`config.mk`:
```
export PLATFORM = sky130hd
export DESIGN_NAME = bus_mem_port_flat
export DESIGN_NICKNAME = d
export VERILOG_FILES = /design/src/rtl/bus_mem_port_if.sv /design/src/rtl/bus_mem_port.sv /design/src/flat_wrapper.sv
export SDC_FILE = /design/constraint.sdc
export NUM_CORES = 1
export LEC_CHECK = 0
export CAP_MARGIN = 15
export CORE_AREA = 2 2 99 101
export CTS_CLUSTER_SIZE = 25
export DETAILED_ROUTE_END_ITERATION = 12
export DIE_AREA = 0 0 101 103
export PLACE_DENSITY = 0.71
export SLEW_MARGIN = 20
export SYNTH_ARGS = -nofsm -noshare
export SYNTH_HDL_FRONTEND = slang
export SYNTH_SLANG_ARGS = --single-unit
```
`constraint.sdc`:
```
create_clock -name Clk -period 2.18 [get_ports Clk]
set_clock_uncertainty 0.05 [all_clocks]
set_input_delay 0.327 -clock Clk [delete_from_list [all_inputs] [get_ports Clk]]
set_output_delay 0.327 -clock Clk [all_outputs]
set_load 0.05 [all_outputs]
```
`src/rtl/bus_mem_port_if.sv`:
```
// Bundles the datapath-side and SRAM-side signals of the bus memory port.
// Latency: none, wires only.
// Backpressure: none; R is the only completion indication back to the datapath.
// Ports (slave = bus_mem_port):
//   in : BUS, LD_MAR, LD_MDR, MIO_EN, MEM_RD, MEM_WR, Data_from_SRAM
//   out: MAR, MDR, R, ADDR, Data_to_SRAM, Data_oe, CE_N, OE_N, WE_N, UB_N, LB_N
interface bus_mem_port_if #(
    parameter int ADDR_W = 20
);
    logic [15:0]       BUS;
    logic              LD_MAR;
    logic              LD_MDR;
    logic              MIO_EN;
    logic              MEM_RD;
    logic              MEM_WR;
    logic [15:0]       Data_from_SRAM;
    logic [15:0]       MAR;
    logic [15:0]       MDR;
    logic              R;
    logic [ADDR_W-1:0] ADDR;
    logic [15:0]       Data_to_SRAM;
    logic              Data_oe;
    logic              CE_N;
    logic              OE_N;
    logic              WE_N;
    logic              UB_N;
    logic              LB_N;

    modport slave (
        input  BUS, LD_MAR, LD_MDR, MIO_EN, MEM_RD, MEM_WR, Data_from_SRAM,
        output MAR, MDR, R, ADDR, Data_to_SRAM, Data_oe, CE_N, OE_N, WE_N, UB_N, LB_N
    );

    modport master (
        output BUS, LD_MAR, LD_MDR, MIO_EN, MEM_RD, MEM_WR, Data_from_SRAM,
        input  MAR, MDR, R, ADDR, Data_to_SRAM, Data_oe, CE_N, OE_N, WE_N, UB_N, LB_N
    );
endinterface

```
`src/rtl/bus_mem_port.sv`:
```
// MAR/MDR bus receiver plus fixed-wait-state SRAM read/write sequencer.
// Latency: request at edge k -> strobes cycles k+1..k+WAIT_CYCLES, R pulse in k+WAIT_CYCLES+1.
// Backpressure: none; requests outside IDLE are dropped, one IDLE cycle between accesses.
// Ports:
//   Clk, Reset : clock and synchronous active-high reset
//   io (slave) : datapath controls/BUS in, MAR/MDR/R out, SRAM address/data/strobes
module bus_mem_port #(
    parameter int WAIT_CYCLES = 2,
    parameter int ADDR_W      = 20
) (
    input  logic           Clk,
    input  logic           Reset,
    bus_mem_port_if.slave  io
);

    typedef enum logic [2:0] {
        IDLE    = 3'd0,
        RD_WAIT = 3'd1,
        RD_DONE = 3'd2,
        WR_WAIT = 3'd3,
        WR_DONE = 3'd4
    } state_t;

    localparam logic [3:0] LAST_CNT = 4'(WAIT_CYCLES - 1);

    state_t      state_q, state_d;
    logic [3:0]  cnt_q, cnt_d;
    logic [15:0] mar_q, mar_d;
    logic [15:0] mdr_q, mdr_d;
    logic [15:0] rlat_q, rlat_d;
    // Snapshot of MAR/MDR taken when the request is accepted, so a same-cycle
    // LD_MAR/LD_MDR can update the architectural register without disturbing
    // the access that was just launched with the old value.
    logic [15:0] acc_addr_q, acc_addr_d;
    logic [15:0] wdat_q, wdat_d;
    logic        r_q, r_d;
    logic        ce_n_q, ce_n_d;
    logic        oe_n_q, oe_n_d;
    logic        we_n_q, we_n_d;
    logic        doe_q, doe_d;

    logic        ld_ok;
    logic        in_wait;
    logic [15:0] addr_mux;

    always_comb begin
        state_d    = state_q;
        cnt_d      = cnt_q;
        mar_d      = mar_q;
        mdr_d      = mdr_q;
        rlat_d     = rlat_q;
        acc_addr_d = acc_addr_q;
        wdat_d     = wdat_q;

        // Register loads are only allowed while no SRAM access is in flight.
        ld_ok = (state_q == IDLE) || (state_q == RD_DONE) || (state_q == WR_DONE);
        if (ld_ok && io.LD_MAR) begin
            mar_d = io.BUS;
        end
        if (ld_ok && io.LD_MDR) begin
            mdr_d = io.MIO_EN ? rlat_q : io.BUS;
        end

        case (state_q)
            IDLE: begin
                if (io.MEM_RD) begin
                    // Read wins a simultaneous read/write; the write is lost.
                    state_d    = RD_WAIT;
                    cnt_d      = 4'd0;
                    acc_addr_d = mar_q;
                end else if (io.MEM_WR) begin
                    state_d    = WR_WAIT;
                    cnt_d      = 4'd0;
                    acc_addr_d = mar_q;
                    wdat_d     = mdr_q;
                end
            end
            RD_WAIT: begin
                if (cnt_q == LAST_CNT) begin
                    rlat_d  = io.Data_from_SRAM;
                    state_d = RD_DONE;
                    cnt_d   = 4'd0;
                end else begin
                    cnt_d = cnt_q + 4'd1;
                end
            end
            WR_WAIT: begin
                if (cnt_q == LAST_CNT) begin
                    state_d = WR_DONE;
                    cnt_d   = 4'd0;
                end else begin
                    cnt_d = cnt_q + 4'd1;
                end
            end
            RD_DONE: state_d = IDLE;
            WR_DONE: state_d = IDLE;
            default: begin
                state_d = IDLE;
                cnt_d   = 4'd0;
            end
        endcase

        // Strobes and R are decoded from the next state so they come straight
        // off flops and line up exactly with the state they belong to.
        r_d    = (state_d == RD_DONE) || (state_d == WR_DONE);
        ce_n_d = !((state_d == RD_WAIT) || (state_d == WR_WAIT));
        oe_n_d = (state_d != RD_WAIT);
        we_n_d = (state_d != WR_WAIT);
        doe_d  = (state_d == WR_WAIT);
    end

    always_ff @(posedge Clk) begin
        if (Reset) begin
            state_q    <= IDLE;
            cnt_q      <= 4'd0;
            mar_q      <= 16'd0;
            mdr_q      <= 16'd0;
            rlat_q     <= 16'd0;
            acc_addr_q <= 16'd0;
            wdat_q     <= 16'd0;
            r_q        <= 1'b0;
            ce_n_q     <= 1'b1;
            oe_n_q     <= 1'b1;
            we_n_q     <= 1'b1;
            doe_q      <= 1'b0;
        end else begin
            state_q    <= state_d;
            cnt_q      <= cnt_d;
            mar_q      <= mar_d;
            mdr_q      <= mdr_d;
            rlat_q     <= rlat_d;
            acc_addr_q <= acc_addr_d;
            wdat_q     <= wdat_d;
            r_q        <= r_d;
            ce_n_q     <= ce_n_d;
            oe_n_q     <= oe_n_d;
            we_n_q     <= we_n_d;
            doe_q      <= doe_d;
        end
    end

    // ADDR follows MAR, except while strobes are active it holds the address
    // the access was launched with (MAR cannot change then anyway, apart from
    // the load that coincides with the request).
    assign in_wait  = (state_q == RD_WAIT) || (state_q == WR_WAIT);
    assign addr_mux = in_wait ? acc_addr_q : mar_q;

    assign io.ADDR         = ADDR_W'(addr_mux);
    assign io.MAR          = mar_q;
    assign io.MDR          = mdr_q;
    assign io.R            = r_q;
    assign io.Data_to_SRAM = wdat_q;
    assign io.Data_oe      = doe_q;
    assign io.CE_N         = ce_n_q;
    assign io.OE_N         = oe_n_q;
    assign io.WE_N         = we_n_q;
    assign io.UB_N         = ce_n_q;
    assign io.LB_N         = ce_n_q;

endmodule

```
`src/flat_wrapper.sv`:
```
// flat-port wrapper written by rule: the top's interface ports become plain ports
module bus_mem_port_flat 
#(
    parameter int WAIT_CYCLES = 2,
    parameter int ADDR_W      = 20
)
  (Clk, Reset, io_BUS, io_LD_MAR, io_LD_MDR, io_MIO_EN, io_MEM_RD, io_MEM_WR, io_Data_from_SRAM, io_MAR, io_MDR, io_R, io_ADDR, io_Data_to_SRAM, io_Data_oe, io_CE_N, io_OE_N, io_WE_N, io_UB_N, io_LB_N);
  bus_mem_port_if #(.ADDR_W(ADDR_W)) io_i ();
  input  logic Clk;
  input  logic Reset;
  input wire logic [$bits(io_i.BUS)-1:0] io_BUS;
  input wire logic [$bits(io_i.LD_MAR)-1:0] io_LD_MAR;
  input wire logic [$bits(io_i.LD_MDR)-1:0] io_LD_MDR;
  input wire logic [$bits(io_i.MIO_EN)-1:0] io_MIO_EN;
  input wire logic [$bits(io_i.MEM_RD)-1:0] io_MEM_RD;
  input wire logic [$bits(io_i.MEM_WR)-1:0] io_MEM_WR;
  input wire logic [$bits(io_i.Data_from_SRAM)-1:0] io_Data_from_SRAM;
  output wire logic [$bits(io_i.MAR)-1:0] io_MAR;
  output wire logic [$bits(io_i.MDR)-1:0] io_MDR;
  output wire logic [$bits(io_i.R)-1:0] io_R;
  output wire logic [$bits(io_i.ADDR)-1:0] io_ADDR;
  output wire logic [$bits(io_i.Data_to_SRAM)-1:0] io_Data_to_SRAM;
  output wire logic [$bits(io_i.Data_oe)-1:0] io_Data_oe;
  output wire logic [$bits(io_i.CE_N)-1:0] io_CE_N;
  output wire logic [$bits(io_i.OE_N)-1:0] io_OE_N;
  output wire logic [$bits(io_i.WE_N)-1:0] io_WE_N;
  output wire logic [$bits(io_i.UB_N)-1:0] io_UB_N;
  output wire logic [$bits(io_i.LB_N)-1:0] io_LB_N;
  assign io_i.BUS = io_BUS;
  assign io_i.LD_MAR = io_LD_MAR;
  assign io_i.LD_MDR = io_LD_MDR;
  assign io_i.MIO_EN = io_MIO_EN;
  assign io_i.MEM_RD = io_MEM_RD;
  assign io_i.MEM_WR = io_MEM_WR;
  assign io_i.Data_from_SRAM = io_Data_from_SRAM;
  assign io_MAR = io_i.MAR;
  assign io_MDR = io_i.MDR;
  assign io_R = io_i.R;
  assign io_ADDR = io_i.ADDR;
  assign io_Data_to_SRAM = io_i.Data_to_SRAM;
  assign io_Data_oe = io_i.Data_oe;
  assign io_CE_N = io_i.CE_N;
  assign io_OE_N = io_i.OE_N;
  assign io_WE_N = io_i.WE_N;
  assign io_UB_N = io_i.UB_N;
  assign io_LB_N = io_i.LB_N;
  bus_mem_port #(.WAIT_CYCLES(WAIT_CYCLES), .ADDR_W(ADDR_W)) u_core (.Clk(Clk), .Reset(Reset), .io(io_i));
endmodule
```
==> impl_metrics.csv <==
group,metric,value,unit
outcome,run_status,"completed",
timing,layout_worst_path_cycle_share,95.4,%
global_routing,globalRouteTotalUtil,20.7,%
floorplanning,starting_density_of_the_core,43.1,%
logic_synthesis,number_of_synthesis_warnings,0,
logic_synthesis,synth-async-reset-ratio,0,%
floorplanning,design.core.area,9460,µm²
floorplanning,die_width,101,µm
global_routing,via_count_of_the_first_global_routing_pass,3372,
route,routed_via_density,5.40,
logic_synthesis,yosys_register_bits,92,
floorplanning,area_of_the_die,10400,µm²
final_layout,area_used_by_multi_input_combinational_logic,2000,µm²
route,drtIter0Drc,145,
clock_network,cts_hold_buffers,0,
logic_synthesis,synth_enable_flop_cells,0,
critical_path,r2r_cells,5,
clock_network,tritoncts_num_sinks,92,
route,drt_pass1_iterations,6,
flow_run,cap_violations,0,
critical_path,criticalPathCategory,"reg -> out",
timing,setup_viol,0,
critical_path,worst_endpoint_required_time,1800,ps
critical_path,critPathCaptureType,"output port",
logic_synthesis,syn-cell-area,4080,µm²
place,numPortBuffers,109,
timing,slew-limit-headroom,56.0,%
logic_synthesis,netlist-cell-type-count,39,
power_and_ir_drop,p_per_area,746,nW/µm²
hold_path,class_of_the_tightest_hold_or_removal_check,"in -> reg",
timing,achievable-frequency,0.481,GHz
logic_synthesis,post_synth_inst_count,444,
critical_path,worst_reg2reg_startpoint,"u_core.cnt_q[0]",
timing,total_count_of_max_transition_violations_in_the_final_report,0,
timing,worstMarginPinSlew,660,ps
timing,rsz0062_at_grt,"false",
clock_network,clk_pin_slew,100,ps
route,total_wire_length_after_detailed_routing,10.6,mm
place,hpwlAfterDp,7.60,mm
critical_path,cp.arrival,1700,ps
final_layout,n_fill_cell,832,
logic_synthesis,synthFlopType,"sky130_fd_sc_hd__dfxtp_1",
place,final_weighted_congestion_in_routability_driven_placement,0.811,
route,wire_per_inst,16.2,µm
global_routing,antenna_found_initial,0,
critical_path,crit_path_max_fanout,20,
clock_network,cts-root-to-sink-buffers,2,
critical_path,r2r-end,"u_core.rlat_q[2]",
final_layout,number_of_nets_in_the_layout,573,
clock_network,root_buffer,"sky130_fd_sc_hd__clkbuf_8",
hold_path,worst_hold_depth,2,
critical_path,startpoint_type,"flip-flop",
clock_network,tritoncts,"done",
global_routing,grt_first_pass_wirelength,16.9,mm
final_layout,layout.area.seq,1850,µm²
final_layout,layout-drive-gt1-share,16.0,%
clock_network,clock_insertion_delay_worst_skew,360,ps
timing,whs,358,ps
route,drcViolationCount,0,
clock_network,cts_max_level,3,
floorplanning,row_count,36,
route,num_vias,3513,
power_and_ir_drop,irDropWorstVdd,0.457,mV
floorplanning,design.portCount,114,
hold_path,hold_start,"Reset",
timing,setup_total_negative_slack,0,ps
critical_path,setup.reg_to_reg.worst_slack,290,ps
hold_path,min_to,"u_core.io.R",
route,ant_nets,0,
final_layout,syn2layout_area_growth,36.6,%
power_and_ir_drop,cellLeakagePower,2.10,nW
timing,period_needed,2080,ps
global_routing,pin_count_of_the_biggest_net_entering_global_routing,41,
timing,hold_viol_final,0,
logic_synthesis,synthesized_area_per_cell,9.19,µm²
clock_network,cts.repair_timing.setup_buffer_count,0,
floorplanning,fp.dieH,103,µm
global_routing,grt.overflow.total,0,
final_layout,antenna_cells_inserted,0,
clock_network,cts_buffers,9,
logic_synthesis,synth_seq_area_share,45.1,%
[worst max path at each step]
stage | start | endpoint | cells past startpoint
final | u_core.state_q[0] | io_ADDR[2] | 4
after global routing | u_core.state_q[0] | io_ADDR[1] | 4
after CTS | u_core.state_q[2] | io_ADDR[10] | 4
after detailed placement | io_MEM_WR | u_core.io.Data_to_SRAM[11] | 4
after global placement | io_MEM_WR | u_core.io.Data_to_SRAM[9] | 4
after floorplan | u_core.state_q[2] | io_ADDR[10] | 5
[cells in the mapped netlist, types with 2 or more instances]
cell type                  number  area [µm²]
sky130_fd_sc_hd__a211oi_1      17         128
sky130_fd_sc_hd__a21o_1         2        15.0
sky130_fd_sc_hd__a21oi_1       50         250
sky130_fd_sc_hd__a31o_2        16         140
sky130_fd_sc_hd__and2_1         2        12.5
sky130_fd_sc_hd__buf_2         16        80.1
sky130_fd_sc_hd__buf_4          8        60.1
sky130_fd_sc_hd__clkbuf_1      22        82.6
sky130_fd_sc_hd__dfxtp_1       92        1840
sky130_fd_sc_hd__ha_1           2        25.0
sky130_fd_sc_hd__inv_1          2        7.51
sky130_fd_sc_hd__mux2_2        16         180
sky130_fd_sc_hd__mux2i_1       48         480
sky130_fd_sc_hd__nand2_1       69         259
sky130_fd_sc_hd__nand2b_1      17         106
sky130_fd_sc_hd__nand3_1       18        90.1
sky130_fd_sc_hd__nor2_1         3        11.3
sky130_fd_sc_hd__nor2b_1        4        25.0
sky130_fd_sc_hd__o21ai_0       19        95.1
sky130_fd_sc_hd__or3b_1         2        17.5
[repair_timing]
item,CTS,global route
setup endpoints to repair,16,16
cloned,0,0
pin swaps,0,0
gates resized for setup,2,2
[registers in the layout, indices dropped and copies added, names as in the netlist]
name / count
u_core.acc_addr_q: 16
u_core.cnt_q: 4
u_core.io.MDR: 16
u_core.rlat_q: 16
u_core.io.OE_N: 1
u_core.io.MAR: 16
u_core.io.Data_to_SRAM: 16
u_core.state_q: 3
u_core.io.Data_oe: 1
u_core.io.CE_N: 1
u_core.io.WE_N: 1
u_core.io.R: 1
[stage by stage]
| step | area (µm²) | utilization, % | std cells | power [mW] | setup slack (ps) |
|---|---|---|---|---|---|
| 3_5_place_dp | 5370 | 56.7 | 635 | 3.05 | 300 |
| 5_1_grt | 5580 | 58.9 | 651 | 4.32 | 16.5 |
| 6_report | 5580 | 58.9 | 651 | 4.16 | 100 |
| 2_1_floorplan | 4090 | - | 447 | 2.63 | 367 |
| 3_3_place_gp | 5370 | 56.7 | 635 | 3.03 | 344 |
| 4_1_cts | 5570 | 58.9 | 651 | 4.18 | 62.6 |
[layout by cell type, fill, tap and decap left out, types with 2 or more instances in the layout]
cell / netlist / final
sky130_fd_sc_hd__a211oi_1: 17 / 17
sky130_fd_sc_hd__o21ai_0: 19 / 19
sky130_fd_sc_hd__nand2b_1: 17 / 17
sky130_fd_sc_hd__clkinvlp_4: 0 / 2
sky130_fd_sc_hd__clkinv_4: 0 / 2
sky130_fd_sc_hd__and2_1: 2 / 2
sky130_fd_sc_hd__inv_1: 2 / 2
sky130_fd_sc_hd__nor2b_1: 4 / 3
sky130_fd_sc_hd__clkbuf_8: 0 / 9
sky130_fd_sc_hd__clkdlybuf4s50_1: 0 / 92
sky130_fd_sc_hd__ha_1: 2 / 2
sky130_fd_sc_hd__nand2_1: 69 / 69
sky130_fd_sc_hd__mux2_2: 16 / 16
sky130_fd_sc_hd__conb_1: 1 / 4
sky130_fd_sc_hd__nor2_1: 3 / 3
sky130_fd_sc_hd__mux2i_1: 48 / 48
sky130_fd_sc_hd__a31o_2: 16 / 16
sky130_fd_sc_hd__buf_4: 8 / 10
sky130_fd_sc_hd__nand3_1: 18 / 18
sky130_fd_sc_hd__a21o_1: 2 / 2
sky130_fd_sc_hd__or3b_1: 2 / 2
sky130_fd_sc_hd__a21oi_1: 50 / 49
sky130_fd_sc_hd__dfxtp_1: 92 / 90
sky130_fd_sc_hd__buf_12: 1 / 18
[report_power, final]
group,internal (mW),switching (mW),total [mW]
clock network,0.536,0.613,1.15
logic,0.454,0.692,1.15
registers,1.78,0.0848,1.86
[metal layers]
layer / track usage (%) / routed length (µm) / vias to the layer above
met3: 6.92 / 764 / 9
met2: 35.1 / 5230 / 111
met4: 4.47 / 93 / 0
met1: 25.7 / 4470 / 1669
li1: - / - / 1724
met5: 0 / 0 / -
[kinds of logic (layout without fill, tap and decap cells)]
family / count (synthesis) / count (layout) / synth area share [%]
AOI/OAI and AO/OA: 113 / 113 / 17.4
xor gates and xnor gates: 1 / 1 / 0.215
DFF: 92 / 92 / 45.1
muxes: 64 / 64 / 16.2
adders and majority gates: 2 / 2 / 0.613
buffers and inverters: 51 / 141 / 6.50
other: 1 / 4 / 0.0919
and+or+nand+nor: 120 / 120 / 13.8
[worst max-delay path, cell delays in order (launching register included)]
cell,delay (ps)
sky130_fd_sc_hd__dfxtp_4,400
sky130_fd_sc_hd__nor2b_1,160
sky130_fd_sc_hd__buf_6,230
sky130_fd_sc_hd__mux2_2,390
sky130_fd_sc_hd__buf_12,150
[area by class of cell]
class,count,share of cell area [%]
Clock inverter,7,1.37
Sequential cell,92,33.1
Multi-Input combinational cell,304,35.9
Tap cell,114,2.56
Clock buffer,9,2.22
Timing Repair Buffer,122,24.6
Inverter,3,0.202
(Power assumes the default switching activity.)
==> edit (same flow settings) <==
`ADDR_W` is set to 20 in 3 places; all go to 30.
--- a/src/rtl/bus_mem_port_if.sv
+++ b/src/rtl/bus_mem_port_if.sv
@@ -5,7 +5,7 @@
 //   in : BUS, LD_MAR, LD_MDR, MIO_EN, MEM_RD, MEM_WR, Data_from_SRAM
 //   out: MAR, MDR, R, ADDR, Data_to_SRAM, Data_oe, CE_N, OE_N, WE_N, UB_N, LB_N
 interface bus_mem_port_if #(
-    parameter int ADDR_W = 20
+    parameter int ADDR_W = 30
 );
     logic [15:0]       BUS;
     logic              LD_MAR;
--- a/src/rtl/bus_mem_port.sv
+++ b/src/rtl/bus_mem_port.sv
@@ -6,7 +6,7 @@
 //   io (slave) : datapath controls/BUS in, MAR/MDR/R out, SRAM address/data/strobes
 module bus_mem_port #(
     parameter int WAIT_CYCLES = 2,
-    parameter int ADDR_W      = 20
+    parameter int ADDR_W      = 30
 ) (
     input  logic           Clk,
     input  logic           Reset,
--- a/src/flat_wrapper.sv
+++ b/src/flat_wrapper.sv
@@ -2,7 +2,7 @@
 module bus_mem_port_flat 
 #(
     parameter int WAIT_CYCLES = 2,
-    parameter int ADDR_W      = 20
+    parameter int ADDR_W      = 30
 )
   (Clk, Reset, io_BUS, io_LD_MAR, io_LD_MDR, io_MIO_EN, io_MEM_RD, io_MEM_WR, io_Data_from_SRAM, io_MAR, io_MDR, io_R, io_ADDR, io_Data_to_SRAM, io_Data_oe, io_CE_N, io_OE_N, io_WE_N, io_UB_N, io_LB_N);
   bus_mem_port_if #(.ADDR_W(ADDR_W)) io_i ();
Interface: changed (resized io_ADDR); port bits go from 114 to 124. No check against the original RTL was run, so the function may have changed too.
==> edit against the unedited design <==
Combinational power rose by 3%; critical path depth unchanged; via count fell by 0.17%; wire length is 1.0% higher; clock power rose by 9.6%; worst setup slack improved by 0.038 ns; synthesized area is 1.8% higher; maximum frequency grew 1.8%; global-route usage is 0.23 points lower; first-iteration DRC count increased by 3.4%; sequential cell count did not move; final area increased by 0.81%; power is 3.5% higher.
==> edit: results (changes against the unedited design) <==
run_status:
  outcome: "completed"  # unchanged
detailed_routing:
  routedWlPerCell_um: 16.2  # about the same
  num_vias: 3507  # was 3,513
  drtPass1Iterations: 4  # was 6
  drtIter0Drc: 150  # was 145
grt:
  grt_pass1_vias: 3357  # was 3,372
  grt_max_degree: 57  # was 41
  grt_first_pass_wirelength_mm: 16.6  # was 16.9 mm
  antenna_found_initial: 0  # unchanged
  grt_usage: 0.204  # was 0.207
timing:
  slew_headroom: 0.589  # was 0.560
  finalCritPeriodShare: 0.937  # was 0.954
clocking:
  clkSlewWorstSetupHoldPaths_ns: 0.08  # was 0.10 ns
  cts_made_buffers: 9  # unchanged
  cts_setup_buffers: 0  # unchanged
  h-tree-depth: 3  # unchanged
  clockBufferDepth: 2  # unchanged
  clk_latency_ns: 0.35
  root_buffer: "clkbuf_8"  # unchanged
  cts-resized-gates: 0  # was 2
setup_path:
  worstPathMaxFanout: 9  # was 20
  ff2ff_path_depth: 5  # unchanged
  rrSetupSlack_ns: 0.24  # was 0.29 ns
pwr:
  p_leak_nw: 2.14  # was 2.10 nW
  peakVddDrop_mv: 0.404  # was 0.457 mV
logic_synthesis:
  ys_seq_area_frac: 0.443  # was 0.451
  async_reset_ff_frac: 0  # unchanged
  yosys.cell_types.count: 39  # unchanged
  synth_commonest_cells: "92 x dfxtp_1, 69 x nand2_1, 50 x a21oi_1"  # unchanged
  ys_warn_count: 0  # unchanged
  ys_top_cells_by_area: "dfxtp_1 44%, mux2i_1 12%, nand2_1 6.2%, a21oi_1 6.0%, mux2_2 4.3%"  # was dfxtp_1 45%, mux2i_1 12%, nand2_1 6.3%, a21oi_1 6.1%, mux2_2 4.4%
worst_hold_path:
  hp-class: "in2reg"  # unchanged
  whs_path_depth: 3  # was 2
place:
  portBuffers: 109  # unchanged
  gp_congestion: 0.841  # was 0.811
  post-dp-hpwl_mm: 7.67  # was 7.60 mm
  dp_slack_ns: 0.249  # was 0.300 ns
layout:
  fin_nets: 584  # was 573
  antenna_cells: 0  # unchanged
  drive_gt1_frac: 0.154  # was 0.160
edit: worst max-delay path, cell delays in order, from the launching register on:
cell and delay [ns]:
dfxtp_1 0.41, nor2b_2 0.16, buf_4 0.20, mux2_2 0.38, buf_12 0.15
edit: kinds of logic after synthesis:
kind of cell             synth area share
adder cells (fa/ha/maj)           0.00602
AO/OA/AOI/OAI                       0.171
multiplexers                        0.159
XOR/XNOR                          0.00211
other                            0.000902
AND/OR/NAND/NOR                     0.136
flip-flops                          0.443
buffers and inverters              0.0819
edit: final cells by class:
cell class	count	area (um2)
repair buffers	123	1380
clock buffers	11	151
multi-input cells	314	2040
fillers	818	3840
flip-flops and latches	92	1840
well taps	114	143
inverters	3	11.3
clock inverters	2	60.1
edit: final timing paths:
| path | endpoint | from |
|---|---|---|
| max | io_ADDR[2] | u_core.state_q[2] |
| max reg2reg | u_core.rlat_q[13] | u_core.cnt_q[0] |
| min reg2reg | u_core.acc_addr_q[6] | u_core.acc_addr_q[6] |
| min | u_core.io.R | Reset |
edit: report_power, final:
| part | leakage (nW) | internal [mW] | switching [mW] |
|---|---|---|---|
| sequential | 0.750 | 1.78 | 0.0829 |
| clock | 0.107 | 0.691 | 0.565 |
| combinational | 1.29 | 0.455 | 0.731 |
| total | 2.14 | 2.92 | 1.38 |
edit: per-stage QoR:
stage	cell area, um2	instances	hold WS (ns)	util
after global placement	5410	646	0.390	0.571
after CTS	5620	659	0.357	0.594
after detailed placement	5410	646	0.398	0.571
final	5620	659	0.373	0.594
after global routing	5620	659	0.382	0.594
after floorplan	4200	467	0.381	-
edit: routing by layer:
| layer | track usage | share of wire | routed length, um | vias to the layer above |
|---|---|---|---|---|
| li1 | - | - | - | 1731 |
| met1 | 0.263 | 0.45 | 4750 | 1648 |
| met2 | 0.339 | 0.48 | 5090 | 118 |
| met3 | 0.0447 | 0.059 | 630 | 10 |
| met4 | 0.0748 | 0.018 | 194 | 0 |
| met5 | 0 | 0 | 0 | - |
